===== config.mk =====
export PLATFORM = sky130hd
export DESIGN_NAME = score_counter_bcd
export DESIGN_NICKNAME = d
export VERILOG_FILES = /design/src/rtl/snake_pkg.sv /design/src/rtl/bcd_digit_add.sv /design/src/rtl/score_counter_bcd.sv
export SDC_FILE = /design/constraint.sdc
export NUM_CORES = 1
export LEC_CHECK = 0
export ABC_AREA = 1
export BUFFER_PORTS_ARGS = -buffer_cell sky130_fd_sc_hd__buf_2
export CORE_ASPECT_RATIO = 1.25
export CORE_MARGIN = 2
export CORE_UTILIZATION = 45
export DETAILED_ROUTE_END_ITERATION = 7
export PLACE_DENSITY = 0.68
export SLEW_MARGIN = 20
export SYNTH_ARGS = -nofsm -noshare
export SYNTH_HDL_FRONTEND = slang
export SYNTH_SLANG_ARGS = --single-unit

===== constraint.sdc =====
create_clock -name clk -period 10 [get_ports clk]
set_clock_uncertainty 0.2 [all_clocks]
set_input_delay 0.5 -clock clk [delete_from_list [all_inputs] [get_ports clk]]
set_output_delay 0.5 -clock clk [all_outputs]
set_load 0.02 [all_outputs]

===== src/rtl/snake_pkg.sv =====
// Shared snake-game definitions: global game-state encoding, BCD digit width,
// and a helper that turns a small decimal constant into two packed BCD digits.
package snake_pkg;

    localparam int unsigned BCD_DIGIT_W = 4;

    typedef enum logic [2:0] {
        STATE_IDLE  = 3'd0,
        STATE_PLAY  = 3'd1,
        STATE_PAUSE = 3'd2,
        STATE_OVER  = 3'd3
    } state_t;

    // Two-digit BCD of v (0..99); used at elaboration for the per-event addends.
    function automatic logic [7:0] to_bcd2(input int unsigned v);
        logic [3:0] tens;
        logic [3:0] units;
        tens  = 4'((v / 10) % 10);
        units = 4'(v % 10);
        return {tens, units};
    endfunction

endpackage


===== src/rtl/bcd_digit_add.sv =====
// Single BCD digit adder: a + b + cin with decimal adjust (+6 when the binary
// sum exceeds 9), producing one BCD digit and a decimal carry.
module bcd_digit_add
    import snake_pkg::*;
(
    input  logic [BCD_DIGIT_W-1:0] a,
    input  logic [BCD_DIGIT_W-1:0] b,
    input  logic                   cin,
    output logic [BCD_DIGIT_W-1:0] sum,
    output logic                   cout
);

    logic [BCD_DIGIT_W:0] raw;

    // Binary add then decimal adjust; raw never exceeds 19 for valid digits.
    always_comb begin
        raw = {1'b0, a} + {1'b0, b} + {{BCD_DIGIT_W{1'b0}}, cin};
        if (raw > (BCD_DIGIT_W + 1)'(9)) begin
            sum  = raw[BCD_DIGIT_W-1:0] + BCD_DIGIT_W'(6);
            cout = 1'b1;
        end else begin
            sum  = raw[BCD_DIGIT_W-1:0];
            cout = 1'b0;
        end
    end

endmodule


===== src/rtl/score_counter_bcd.sv =====
// Multi-digit BCD score counter for the snake game. Rising edges on target_ate
// and bonus_ate add fixed point values while playing; the score clears in IDLE,
// clamps at all-nines and a session high score is tracked until reset.
module score_counter_bcd
    import snake_pkg::*;
#(
    parameter int unsigned DIGITS       = 4,
    parameter int unsigned POINTS       = 1,
    parameter int unsigned BONUS_POINTS = 5
) (
    input  logic                          clk,
    input  logic                          rst,
    input  logic [2:0]                    game_state,
    input  logic                          target_ate,
    input  logic                          bonus_ate,
    output logic [BCD_DIGIT_W*DIGITS-1:0] score,
    output logic [BCD_DIGIT_W*DIGITS-1:0] high_score,
    output logic                          units_tick,
    output logic                          saturated,
    output logic                          new_high
);

    localparam int unsigned W      = BCD_DIGIT_W * DIGITS;
    localparam logic [7:0]  ADD_T  = to_bcd2(POINTS);
    localparam logic [7:0]  ADD_B  = to_bcd2(BONUS_POINTS);
    localparam logic [7:0]  ADD_TB = to_bcd2(POINTS + BONUS_POINTS);
    localparam logic [W-1:0] ALL_NINES = {DIGITS{4'h9}};

    logic                      t_q;
    logic                      b_q;
    logic                      t_ev;
    logic                      b_ev;
    logic [7:0]                add_bcd;
    logic [W+BCD_DIGIT_W-1:0]  addend;
    logic [DIGITS:0]           carry;
    logic [W-1:0]              sum;
    logic                      overflow;
    logic [W-1:0]              score_next;
    logic [W-1:0]              high_next;
    logic                      tick_next;
    logic                      sat_next;
    logic                      nh_next;

    assign t_ev = target_ate & ~t_q;
    assign b_ev = bonus_ate & ~b_q;

    // Input history for edge detection, tracked in every game state.
    always_ff @(posedge clk or posedge rst) begin
        if (rst) begin
            t_q <= 1'b0;
            b_q <= 1'b0;
        end else begin
            t_q <= target_ate;
            b_q <= bonus_ate;
        end
    end

    // Select the pre-computed BCD addend for this cycle's events.
    always_comb begin
        unique case ({t_ev, b_ev})
            2'b10:   add_bcd = ADD_T;
            2'b01:   add_bcd = ADD_B;
            2'b11:   add_bcd = ADD_TB;
            default: add_bcd = 8'h00;
        endcase
    end

    // One extra digit of headroom so a two-digit addend is never lost when
    // DIGITS is 1; a non-zero tens digit there counts as overflow.
    assign addend   = (W + BCD_DIGIT_W)'(add_bcd);
    assign carry[0] = 1'b0;

    for (genvar i = 0; i < DIGITS; i++) begin : g_digit
        bcd_digit_add u_digit (
            .a    (score[BCD_DIGIT_W*i +: BCD_DIGIT_W]),
            .b    (addend[BCD_DIGIT_W*i +: BCD_DIGIT_W]),
            .cin  (carry[i]),
            .sum  (sum[BCD_DIGIT_W*i +: BCD_DIGIT_W]),
            .cout (carry[i+1])
        );
    end

    assign overflow = carry[DIGITS] | (|addend[W+BCD_DIGIT_W-1:W]);

    // Next score/flags: IDLE clear wins, then a PLAY update, then the
    // high-score compare against the score that will be registered.
    always_comb begin
        score_next = score;
        high_next  = high_score;
        tick_next  = 1'b0;
        sat_next   = saturated;
        nh_next    = new_high;
        if (game_state == STATE_IDLE) begin
            score_next = '0;
            sat_next   = 1'b0;
            nh_next    = 1'b0;
        end else if (game_state == STATE_PLAY && !saturated && (t_ev || b_ev)) begin
            if (overflow) begin
                score_next = ALL_NINES;
                sat_next   = 1'b1;
            end else begin
                score_next = sum;
                tick_next  = carry[1];
            end
        end
        if (score_next > high_score) begin
            high_next = score_next;
            nh_next   = 1'b1;
        end
    end

    // Score, high score and status flags.
    always_ff @(posedge clk or posedge rst) begin
        if (rst) begin
            score      <= '0;
            high_score <= '0;
            units_tick <= 1'b0;
            saturated  <= 1'b0;
            new_high   <= 1'b0;
        end else begin
            score      <= score_next;
            high_score <= high_next;
            units_tick <= tick_next;
            saturated  <= sat_next;
            new_high   <= nh_next;
        end
    end

endmodule


==> results of run 1 <==
worst max-delay path by stage:
| stage | start | to | cells after the start |
|---|---|---|---|
| 2_1_floorplan | bonus_ate | high_score[5]$_DFFE_PP0N_ | 40 |
| 3_3_place_gp | bonus_ate | high_score[6]$_DFFE_PP0N_ | 44 |
| 3_5_place_dp | bonus_ate | high_score[6]$_DFFE_PP0N_ | 44 |
| 4_1_cts | b_q$_DFF_PP0_ | high_score[6]$_DFFE_PP0N_ | 42 |
| 5_1_grt | bonus_ate | high_score[6]$_DFFE_PP0N_ | 41 |
| 6_report | b_q$_DFF_PP0_ | high_score[6]$_DFFE_PP0N_ | 42 |
synth_stat cells:
cell / n / share of area [%]
o21ai_1: 3 / 0.60
inv_1: 51 / 7.7
xnor2_1: 5 / 1.8
a21oi_2: 1 / 0.35
nand4_1: 3 / 0.75
inv_2: 2 / 0.30
buf_4: 2 / 0.60
a21oi_1: 19 / 3.8
nand3_1: 30 / 6.0
nand2_1: 80 / 12
o21bai_1: 1 / 0.30
nor2_8: 1 / 0.80
or2_1: 1 / 0.25
buf_2: 3 / 0.60
xor2_1: 1 / 0.35
nand3b_1: 1 / 0.30
nor2_1: 19 / 2.9
o21ai_0: 20 / 4.0
nor3_2: 1 / 0.40
nand3_2: 1 / 0.40
and2_1: 3 / 0.75
nand2_2: 2 / 0.50
dfrtp_1: 37 / 37
ha_1: 30 / 15
nor3_4: 2 / 1.3
o21a_1: 1 / 0.30
fa_1: 1 / 0.80
stage by stage:
| stage | area (sq um) | hold slack [ns] |
|---|---|---|
| floorplan | 2495 | 0.3314 |
| global placement | 2758 | 0.2643 |
| detailed placement | 2758 | 0.2902 |
| CTS | 2848 | 0.1161 |
| global route | 2848 | 0.1203 |
| finish | 2848 | 0.09879 |
power by group:
group / total (mW) / internal (mW) / switching [mW] / leakage (nW)
Sequential: 0.203 / 0.179 / 0.0239 / 0.486
Combinational: 0.267 / 0.0872 / 0.180 / 1.06
Clock: 0.111 / 0.0545 / 0.0564 / 0.0433
final cells by class:
class                           instances  area share (%)
Clock inverter                          1          0.2636
Inverter                               53           6.986
Multi-Input combinational cell        226           47.06
Tap cell                               64           2.812
Clock buffer                            6           2.900
Sequential cell                        37           32.51
Timing Repair Buffer                   42           7.469
sequential cells by signal (all words and copies together), names as in the netlist:
signal,flops
b_q,1
high_score,16
new_high,1
saturated,1
score,16
t_q,1
units_tick,1
cell families (layout without fill, tap and decap cells):
group | Yosys count | after routing | synth area share (%)
and+or+nand+nor | 144 | 144 | 26.38
buffers and inverters | 58 | 102 | 9.177
AOI/OAI and AO/OA | 45 | 45 | 9.378
DFF | 37 | 37 | 37.11
adders and majority gates | 31 | 31 | 15.85
xor gates and xnor gates | 6 | 6 | 2.106
routing by layer:
metal	wire length, um	part of all wire (%)
met4	82	1.5
met2	2796	49
met1	2539	45
met3	231	4.1
met5	0	0
worst register-to-register path, delay by kind of cell (launching register included):
family	cells	cell delay (ns)
buffers and inverters	4	0.51
XOR/XNOR	3	0.70
AO/OA/AOI/OAI	1	0.21
flip-flops	1	0.35
adder cells (fa/ha/maj)	10	2.53
AND/OR/NAND/NOR	24	2.44
==> results.sh, run 1 <==
export IMPL_worstSetupPathType="reg -> reg"
export IMPL_drive_above_1_share_pct=16.16
export IMPL_leakagePower_nw=1.594
export IMPL_critPathCaptureType="flop"
export IMPL_crit_family="adder cells"
export IMPL_ys_types=27
export IMPL_die_x_um=70.60
export IMPL_r2r_start="b_q$_DFF_PP0_"
export IMPL_grt_pass1_wl_um=9549
export IMPL_ys_ff_latch=37
export IMPL_grt_max_degree=38
export IMPL_syn_num_nets=359
export IMPL_finalSetupViolCount=0
export IMPL_nFillCells=523
export IMPL_core_area_sq_um=5405
export IMPL_cp_slowest_cell="fa_1"
export IMPL_die_area_sq_um=6160
export IMPL_grtUsageMet3_pct=3.819
export IMPL_tns_ns=0
export IMPL_clock_fmax_mhz=142.5
export IMPL_grt_overflow=0
export IMPL_multi_input_area_sq_um=1340
export IMPL_ys_seq_area_share_pct=37.11
export IMPL_drc_errors=0
export IMPL_syn_area_per_cell_sq_um=7.772
export IMPL_clk_pin_slew_ns=0.08
export IMPL_final_nets=403
export IMPL_fin_cells=429
export IMPL_cts_made_buffers=5
export IMPL_grt_pass1_vias=2056
export IMPL_min_period_over_period_pct=70.19
export IMPL_drt_iter0_markers=110
export IMPL_antenna_left=0
export IMPL_hold_viol_final=0
export IMPL_reg2reg_slack_ns=2.98
export IMPL_drv_slew=0
export IMPL_crit_arrival_ns=7.01
export IMPL_num_rows=30
export IMPL_post_cts_buffers=0
export IMPL_grt_use_met2_pct=32.33
export IMPL_max_stage_delay_ns=0.55
export IMPL_irDropWorstVdd_v=0.0001141
export IMPL_io_buffers=41
export IMPL_tightest_slew_ns=0.8321
export IMPL_pre_cts_ws_ns=2.712
export IMPL_num_vias=2165
export IMPL_power_mw=0.5806
export IMPL_layout_min_cycle_time_ns=7.019
export IMPL_reg2reg_depth=42
export IMPL_worst_path_buf_inv=4
export IMPL_slew_headroom_pct=44.34
export IMPL_place_hpwl_um=4282
export IMPL_post_route_util_pct=52.69
export IMPL_antenna_cells=0
export IMPL_grt_busiest_layer="met2"
export IMPL_regArea_sq_um=925.9
export IMPL_gp_congestion=0.8819
export IMPL_rsz0062_at_grt="no"
export IMPL_grt_use_met1_pct=26.58
export IMPL_cts_hold_buf=0
export IMPL_die_h_um=87.25
export IMPL_worstPathRequired_ns=9.99
export IMPL_critPathMaxFanout=19
export IMPL_start_util_pct=46.16
export IMPL_antenna_found_initial=0
export IMPL_syn2layout_area_growth_pct=14.14
export IMPL_start_kind="flop"
export IMPL_clk_path_buf_depth=2
export IMPL_setup_slack_ns=2.981
export IMPL_hp_class="in -> async"
export IMPL_p_per_area_nw_per_um2=203.9
export IMPL_path_common_cell="nand2_1"
export IMPL_maxCapViolations=0
export IMPL_cts_resized=0
export IMPL_r2r_end="high_score[6]$_DFFE_PP0N_"
export IMPL_cts_tree="built"
export IMPL_wirelength_um=5650
export IMPL_post_drt_wl_per_cell_um=13.17
export IMPL_first_pass_iters=4
export IMPL_syn_area_sq_um=2495
export IMPL_outcome="finished clean"
export IMPL_root_buffer="clkbuf_8"
export IMPL_viasPerCell=5.047
export IMPL_grt_usage_pct=19.86
export IMPL_ys_warn_count=0
export IMPL_layout_common_cells="80 x nand2_1, 51 x inv_1, 41 x buf_2"
export IMPL_ctsHtreeMaxLevel=2
export IMPL_ios=42
export IMPL_mostFrequentLayoutCell="nand2_1"
export IMPL_cts_sinks=37
export IMPL_clk_latency_ns=0.30
export IMPL_place_inst=422
export IMPL_synthCells=321
Power figures use the tool's default switching activity.
==> run 2: changes to the inputs <==
--- a/config.mk
+++ b/config.mk
@@ -11,7 +11,7 @@
 export CORE_MARGIN = 2
 export CORE_UTILIZATION = 45
 export DETAILED_ROUTE_END_ITERATION = 7
-export PLACE_DENSITY = 0.68
+export PLACE_DENSITY = 0.71
 export SLEW_MARGIN = 20
 export SYNTH_ARGS = -nofsm -noshare
 export SYNTH_HDL_FRONTEND = slang
==> constraint.sdc (replaced) <==
create_clock -name clk -period 5.85 [get_ports clk]
set_clock_uncertainty 0.2 [all_clocks]
set_input_delay 0.2925 -clock clk [delete_from_list [all_inputs] [get_ports clk]]
set_output_delay 0.2925 -clock clk [all_outputs]
set_load 0.02 [all_outputs]
==> run 2 against run 1 <==
Net effect: the run now ends with negative setup slack left; maximum frequency increased by 18%; utilization increased by 13 points; sequential cell count unchanged; global-route usage increased by 1.9 points; sequential share of layout area decreased by 6.4 points; combinational power increased by 140%; via count increased by 9.7%; register-to-register slack got worse by 3.1 ns; routed wire length increased by 10%; worst setup slack got worse by 3.1 ns; critical endpoint is now high_score[1]$_DFFE_PP0N_; largest cell class unchanged; largest power group unchanged; highest routed layer unchanged.
==> results.sh, run 2 (synthesized netlist as in run 1, its figures left out) <==
export IMPL_io_buffers=41
export IMPL_syn2layout_area_growth_pct=42.08
export IMPL_gp_congestion=0.8703
export IMPL_grt_usage_pct=21.76
export IMPL_maxCapViolations=0
export IMPL_max_stage_delay_ns=0.37
export IMPL_cts_made_buffers=5
export IMPL_setup_slack_ns=-0.08462
export IMPL_root_buffer="clkbuf_8"
export IMPL_ios=42
export IMPL_outcome="complete, but fails checks"
export IMPL_hp_class="in -> reg"
export IMPL_p_per_area_nw_per_um2=329.0
export IMPL_post_drt_wl_per_cell_um=12.87
export IMPL_critPathCaptureType="flop"
export IMPL_tightest_slew_ns=0.9265
export IMPL_min_period_over_period_pct=101.4
export IMPL_first_pass_iters=4
export IMPL_worstHoldPathCells=3
export IMPL_layout_min_cycle_time_ns=5.935
export IMPL_die_x_um=70.60
export IMPL_violations="negative setup slack"
export IMPL_antenna_found_initial=0
export IMPL_cts_tree="built"
export IMPL_worstPathRequired_ns=5.83
export IMPL_cts_sinks=37
export IMPL_power_mw=1.166
export IMPL_grt_overflow=0
export IMPL_top_regs="high_score x16, score x16"
export IMPL_leakagePower_nw=1.878
export IMPL_reg2reg_depth=40
export IMPL_layout_common_cells="66 x nand2_1, 49 x buf_4, 47 x inv_1"
export IMPL_num_vias=2376
export IMPL_start_util_pct=46.16
export IMPL_holdWs_ns=0.1962
export IMPL_antenna_cells=0
export IMPL_clock_fmax_mhz=168.5
export IMPL_die_h_um=87.25
export IMPL_grt_pass1_wl_um=10630
export IMPL_drv_slew=0
export IMPL_die_area_sq_um=6160
export IMPL_ctsHtreeMaxLevel=2
export IMPL_clk_path_buf_depth=2
export IMPL_post_route_util_pct=65.58
export IMPL_grt_pass1_vias=2353
export IMPL_viasPerCell=4.909
export IMPL_drc_errors=0
export IMPL_drive_above_1_share_pct=37.62
export IMPL_clk_pin_slew_ns=0.07
export IMPL_mostFrequentLayoutCell="nand2_1"
export IMPL_core_area_sq_um=5405
export IMPL_clk_latency_ns=0.29
export IMPL_hold_viol_final=0
export IMPL_cp_slowest_cell="dfrtp_1"
export IMPL_slew_headroom_pct=38.04
export IMPL_antenna_left=0
export IMPL_start_kind="flop"
export IMPL_irDropWorstVdd_v=0.0002124
export IMPL_num_rows=30
export IMPL_crit_arrival_ns=5.91
export IMPL_wirelength_um=6231
export IMPL_finalSetupViolCount=17
export IMPL_place_hpwl_um=4463
export IMPL_final_nets=458
export IMPL_worstSetupPathType="reg -> reg"
export IMPL_drt_iter0_markers=79
export IMPL_grt_max_degree=38
export IMPL_critPathMaxFanout=8
export IMPL_rsz0062_at_grt="yes"
==> run 2: cell types whose count changed in the layout (fill, tap and decap cells not counted), sizes merged <==
cell,previous run,this run
dlygate4sd3,0,3
clkinvlp,1,0
clkbuf,6,7
nor2,20,21
buf,42,93
==> run 2: cell type report <==
type / count / area (sq um)
fillers: 476 / 1861
multi-input cells: 227 / 1609
flip-flops and latches: 37 / 925.9
repair buffers: 96 / 636.9
inverters: 53 / 206.4
clock buffers: 7 / 86.33
well taps: 64 / 80.08
==> run 2: worst max-delay path, delay by kind of cell (launching register included) <==
family / cells / cell delay, ns
and+or+nand+nor: 23 / 2.39
adders and majority gates: 10 / 1.94
DFF: 1 / 0.37
AOI/OAI and AO/OA: 1 / 0.17
xor gates and xnor gates: 3 / 0.44
buffers and inverters: 3 / 0.29
==> run 2: power breakdown <==
group / internal [mW] / switching (mW) / leakage, nW
logic: 0.265 / 0.366 / 1.35
registers: 0.306 / 0.0449 / 0.486
clock network: 0.0936 / 0.0912 / 0.0443
==> run 2: timing repair <==
| action | 4_1_cts | 5_1_grt |
|---|---|---|
| setup buffers | 6 | 15 |
| pin swaps | 19 | 28 |
| gates resized for setup | 23 | 26 |
| endpoints found under the setup margin | 17 | 17 |
| endpoints found under the hold margin | 39 | 0 |
| gates cloned | 1 | 0 |
| hold buffers | 3 | 0 |
==> run 2: path summary, 6_finish.rpt <==
kind | startpoint | endpoint | slack [ns]
worst max-delay path | b_q$_DFF_PP0_ | high_score[1]$_DFFE_PP0N_ | -0.08
worst min-delay path | game_state[1] | score[9]$_DFF_PP0_ | 0.20
worst max register to register | b_q$_DFF_PP0_ | high_score[1]$_DFFE_PP0N_ | -0.08
worst min register to register | new_high$_DFFE_PP0P_ | new_high$_DFFE_PP0P_ | 0.28
max in group asynchronous | rst | score[11]$_DFF_PP0_ | 4.65
min in group asynchronous | rst | score[0]$_DFF_PP0_ | 0.46
==> run 2: layer usage <==
metal	track usage (%)	up-vias	wire (um)
met5	0	-	0
met4	7.547	0	93
met3	2.894	6	165
met2	39.11	32	3184
met1	26.83	1102	2787
li1	-	1236	-
==> run 2: per-stage QoR <==
stage | instance area (sq um) | std cells | setup TNS, ns | setup slack, ns
after global routing | 3545 | 484 | -6.569 | -0.4135
after global placement | 3068 | 452 | -5.594 | -0.3703
final | 3545 | 484 | -0.9972 | -0.08462
after floorplan | 2580 | 321 | 0 | 0.001160
after detailed placement | 3068 | 452 | -7.778 | -0.5002
after CTS | 3331 | 469 | 0 | 0.02209
==> run 3: changes to the inputs <==
==> constraint.sdc (replaced) <==
create_clock -name clk -period 5 [get_ports clk]
set_clock_uncertainty 0.2 [all_clocks]
set_input_delay 0.25 -clock clk [delete_from_list [all_inputs] [get_ports clk]]
set_output_delay 0.25 -clock clk [all_outputs]
set_load 0.02 [all_outputs]
==> run 3 against run 2 <==
Net effect: the run still ends with negative setup slack left; clock power is 14% higher; register-to-register slack worse by 0.74 ns; combinational power rose by 29%; critical path depth is 2 higher; clock-buffer cell count down 1; largest cell class unchanged.
==> results.sh, run 3 (synthesized netlist as in run 1, its figures left out) <==
export IMPL_hp_class="in -> reg"
export IMPL_grt_pass1_wl_um=12360
export IMPL_final_nets=477
export IMPL_cts_tree="built"
export IMPL_top_regs="high_score x16, score x16"
export IMPL_grt_overflow=0
export IMPL_slew_headroom_pct=62.98
export IMPL_drt_iter0_markers=168
export IMPL_drive_above_1_share_pct=41.36
export IMPL_viasPerCell=5.095
export IMPL_clk_latency_ns=0.30
export IMPL_p_per_area_nw_per_um2=388.4
export IMPL_layout_common_cells="68 x buf_4, 65 x nand2_1, 47 x inv_1"
export IMPL_clk_pin_slew_ns=0.08
export IMPL_syn2layout_area_growth_pct=47.89
export IMPL_clock_fmax_mhz=171.8
export IMPL_die_area_sq_um=6160
export IMPL_ctsHtreeMaxLevel=2
export IMPL_core_area_sq_um=5405
export IMPL_nFillCells=437
export IMPL_tightest_slew_ns=0.5534
export IMPL_num_vias=2568
export IMPL_cts_sinks=37
export IMPL_layout_min_cycle_time_ns=5.822
export IMPL_post_drt_wl_per_cell_um=14.19
export IMPL_gp_congestion=0.8323
export IMPL_path_common_cell="buf_4"
export IMPL_finalSetupViolCount=17
export IMPL_tns_ns=-13.63
export IMPL_cts_made_buffers=5
export IMPL_crit_family="buffers and inverters"
export IMPL_die_h_um=87.25
export IMPL_ios=42
export IMPL_critPathMaxFanout=7
export IMPL_critPathCaptureType="flop"
export IMPL_clk_path_buf_depth=2
export IMPL_crit_arrival_ns=5.80
export IMPL_antenna_found_initial=0
export IMPL_hold_viol_final=0
export IMPL_start_util_pct=46.16
export IMPL_grt_max_degree=38
export IMPL_num_rows=30
export IMPL_irDropWorstVdd_v=0.0003049
export IMPL_mostFrequentLayoutCell="buf_4"
export IMPL_start_kind="flop"
export IMPL_io_buffers=41
export IMPL_wirelength_um=7152
export IMPL_min_period_over_period_pct=116.4
export IMPL_cp_slowest_cell="fa_2"
export IMPL_grt_usage_pct=25.07
export IMPL_drv_slew=0
export IMPL_die_x_um=70.60
export IMPL_leakagePower_nw=1.976
export IMPL_worst_path_buf_inv=21
export IMPL_root_buffer="clkbuf_8"
export IMPL_antenna_cells=0
export IMPL_antenna_left=0
export IMPL_rsz0062_at_grt="yes"
export IMPL_maxCapViolations=0
export IMPL_max_stage_delay_ns=0.54
export IMPL_reg2reg_slack_ns=-0.82
export IMPL_place_hpwl_um=4898
export IMPL_holdWs_ns=0.1576
export IMPL_grt_pass1_vias=2703
export IMPL_first_pass_iters=4
export IMPL_outcome="complete, but fails checks"
export IMPL_drc_errors=0
export IMPL_worstPathRequired_ns=4.98
export IMPL_setup_slack_ns=-0.8222
export IMPL_violations="negative setup slack"
export IMPL_worstSetupPathType="reg -> reg"
[run 3: cell types whose count changed in the layout (fill, tap and decap cells not counted), moves of 2 or more]
| cell | delta |
|---|---|
| buf_4 | +19 |
| nand3_2 | +4 |
| clkinv_2 | +2 |
| ha_4 | +2 |
| nand2_2 | +2 |
| nand3_1 | -2 |
| nand3_4 | -2 |
| o21ai_0 | -2 |
| o21ai_1 | +2 |
[run 3: final timing paths]
check | from | endpoint | depth (start not counted)
max reg2reg | b_q$_DFF_PP0_ | high_score[15]$_DFFE_PP0N_ | 42
max | b_q$_DFF_PP0_ | high_score[15]$_DFFE_PP0N_ | 42
min reg2reg | new_high$_DFFE_PP0P_ | new_high$_DFFE_PP0P_ | 2
max in group asynchronous | rst | score[15]$_DFF_PP0_ | 4
min in group asynchronous | rst | high_score[2]$_DFFE_PP0N_ | 4
min | game_state[2] | score[5]$_DFF_PP0_ | 3
[run 3: worst register-to-register path: cells and delay by family, from the launching register on]
kind,cells,cell delay (ns)
flip-flops,1,0.38
AO/OA/AOI/OAI,2,0.20
adder cells (fa/ha/maj),4,1.28
buffers and inverters,21,2.43
AND/OR/NAND/NOR,15,1.20
[run 3: repair_timing]
item,in CTS,in global routing
endpoints found under the setup margin,17,25
resized for setup,27,17
pin swaps,22,9
cloned,2,0
endpoints found under the hold margin,39,0
hold buffers,3,0
setup buffers,24,7
[run 3: final cells by class]
| type | instances | area [sq um] | area share (%) |
|---|---|---|---|
| clock buffers | 6 | 72.57 | 1.967 |
| clock inverters | 2 | 10.01 | 0.2713 |
| inverters | 53 | 206.4 | 5.595 |
| multi-input cells | 227 | 1615 | 43.78 |
| flip-flops and latches | 37 | 925.9 | 25.09 |
| well taps | 64 | 80.08 | 2.170 |
| repair buffers | 115 | 779.5 | 21.13 |
[run 3: layer usage]
metal  share of wire, %  vias to the layer above  track usage (%)
met5                  0                        -                0
met4                2.2                        0            10.12
met3                4.1                       17            3.356
met2                 51                       71            43.65
met1                 43                     1211            31.47
li1                   -                     1269                -
[run 3: through the flow]
| step | utilization (%) | cells | power (mW) | worst slack [ns] | cell area (sq um) |
|---|---|---|---|---|---|
| global route | 68.26 | 504 | 1.547 | -1.103 | 3690 |
| global placement | 59.07 | 460 | 1.025 | -0.9131 | 3193 |
| detailed placement | 59.07 | 460 | 1.043 | -1.038 | 3193 |
| floorplan | - | 321 | 0.8274 | -0.6599 | 2649 |
| finish | 68.26 | 504 | 1.433 | -0.8222 | 3690 |
| CTS | 66.27 | 497 | 1.383 | -0.6974 | 3582 |
[run 3: where the power goes]
part	internal, mW	switching (mW)	leakage [nW]
Clock	0.0968	0.114	0.0450
Combinational	0.349	0.461	1.44
Sequential	0.357	0.0547	0.486
Total	0.804	0.630	1.98
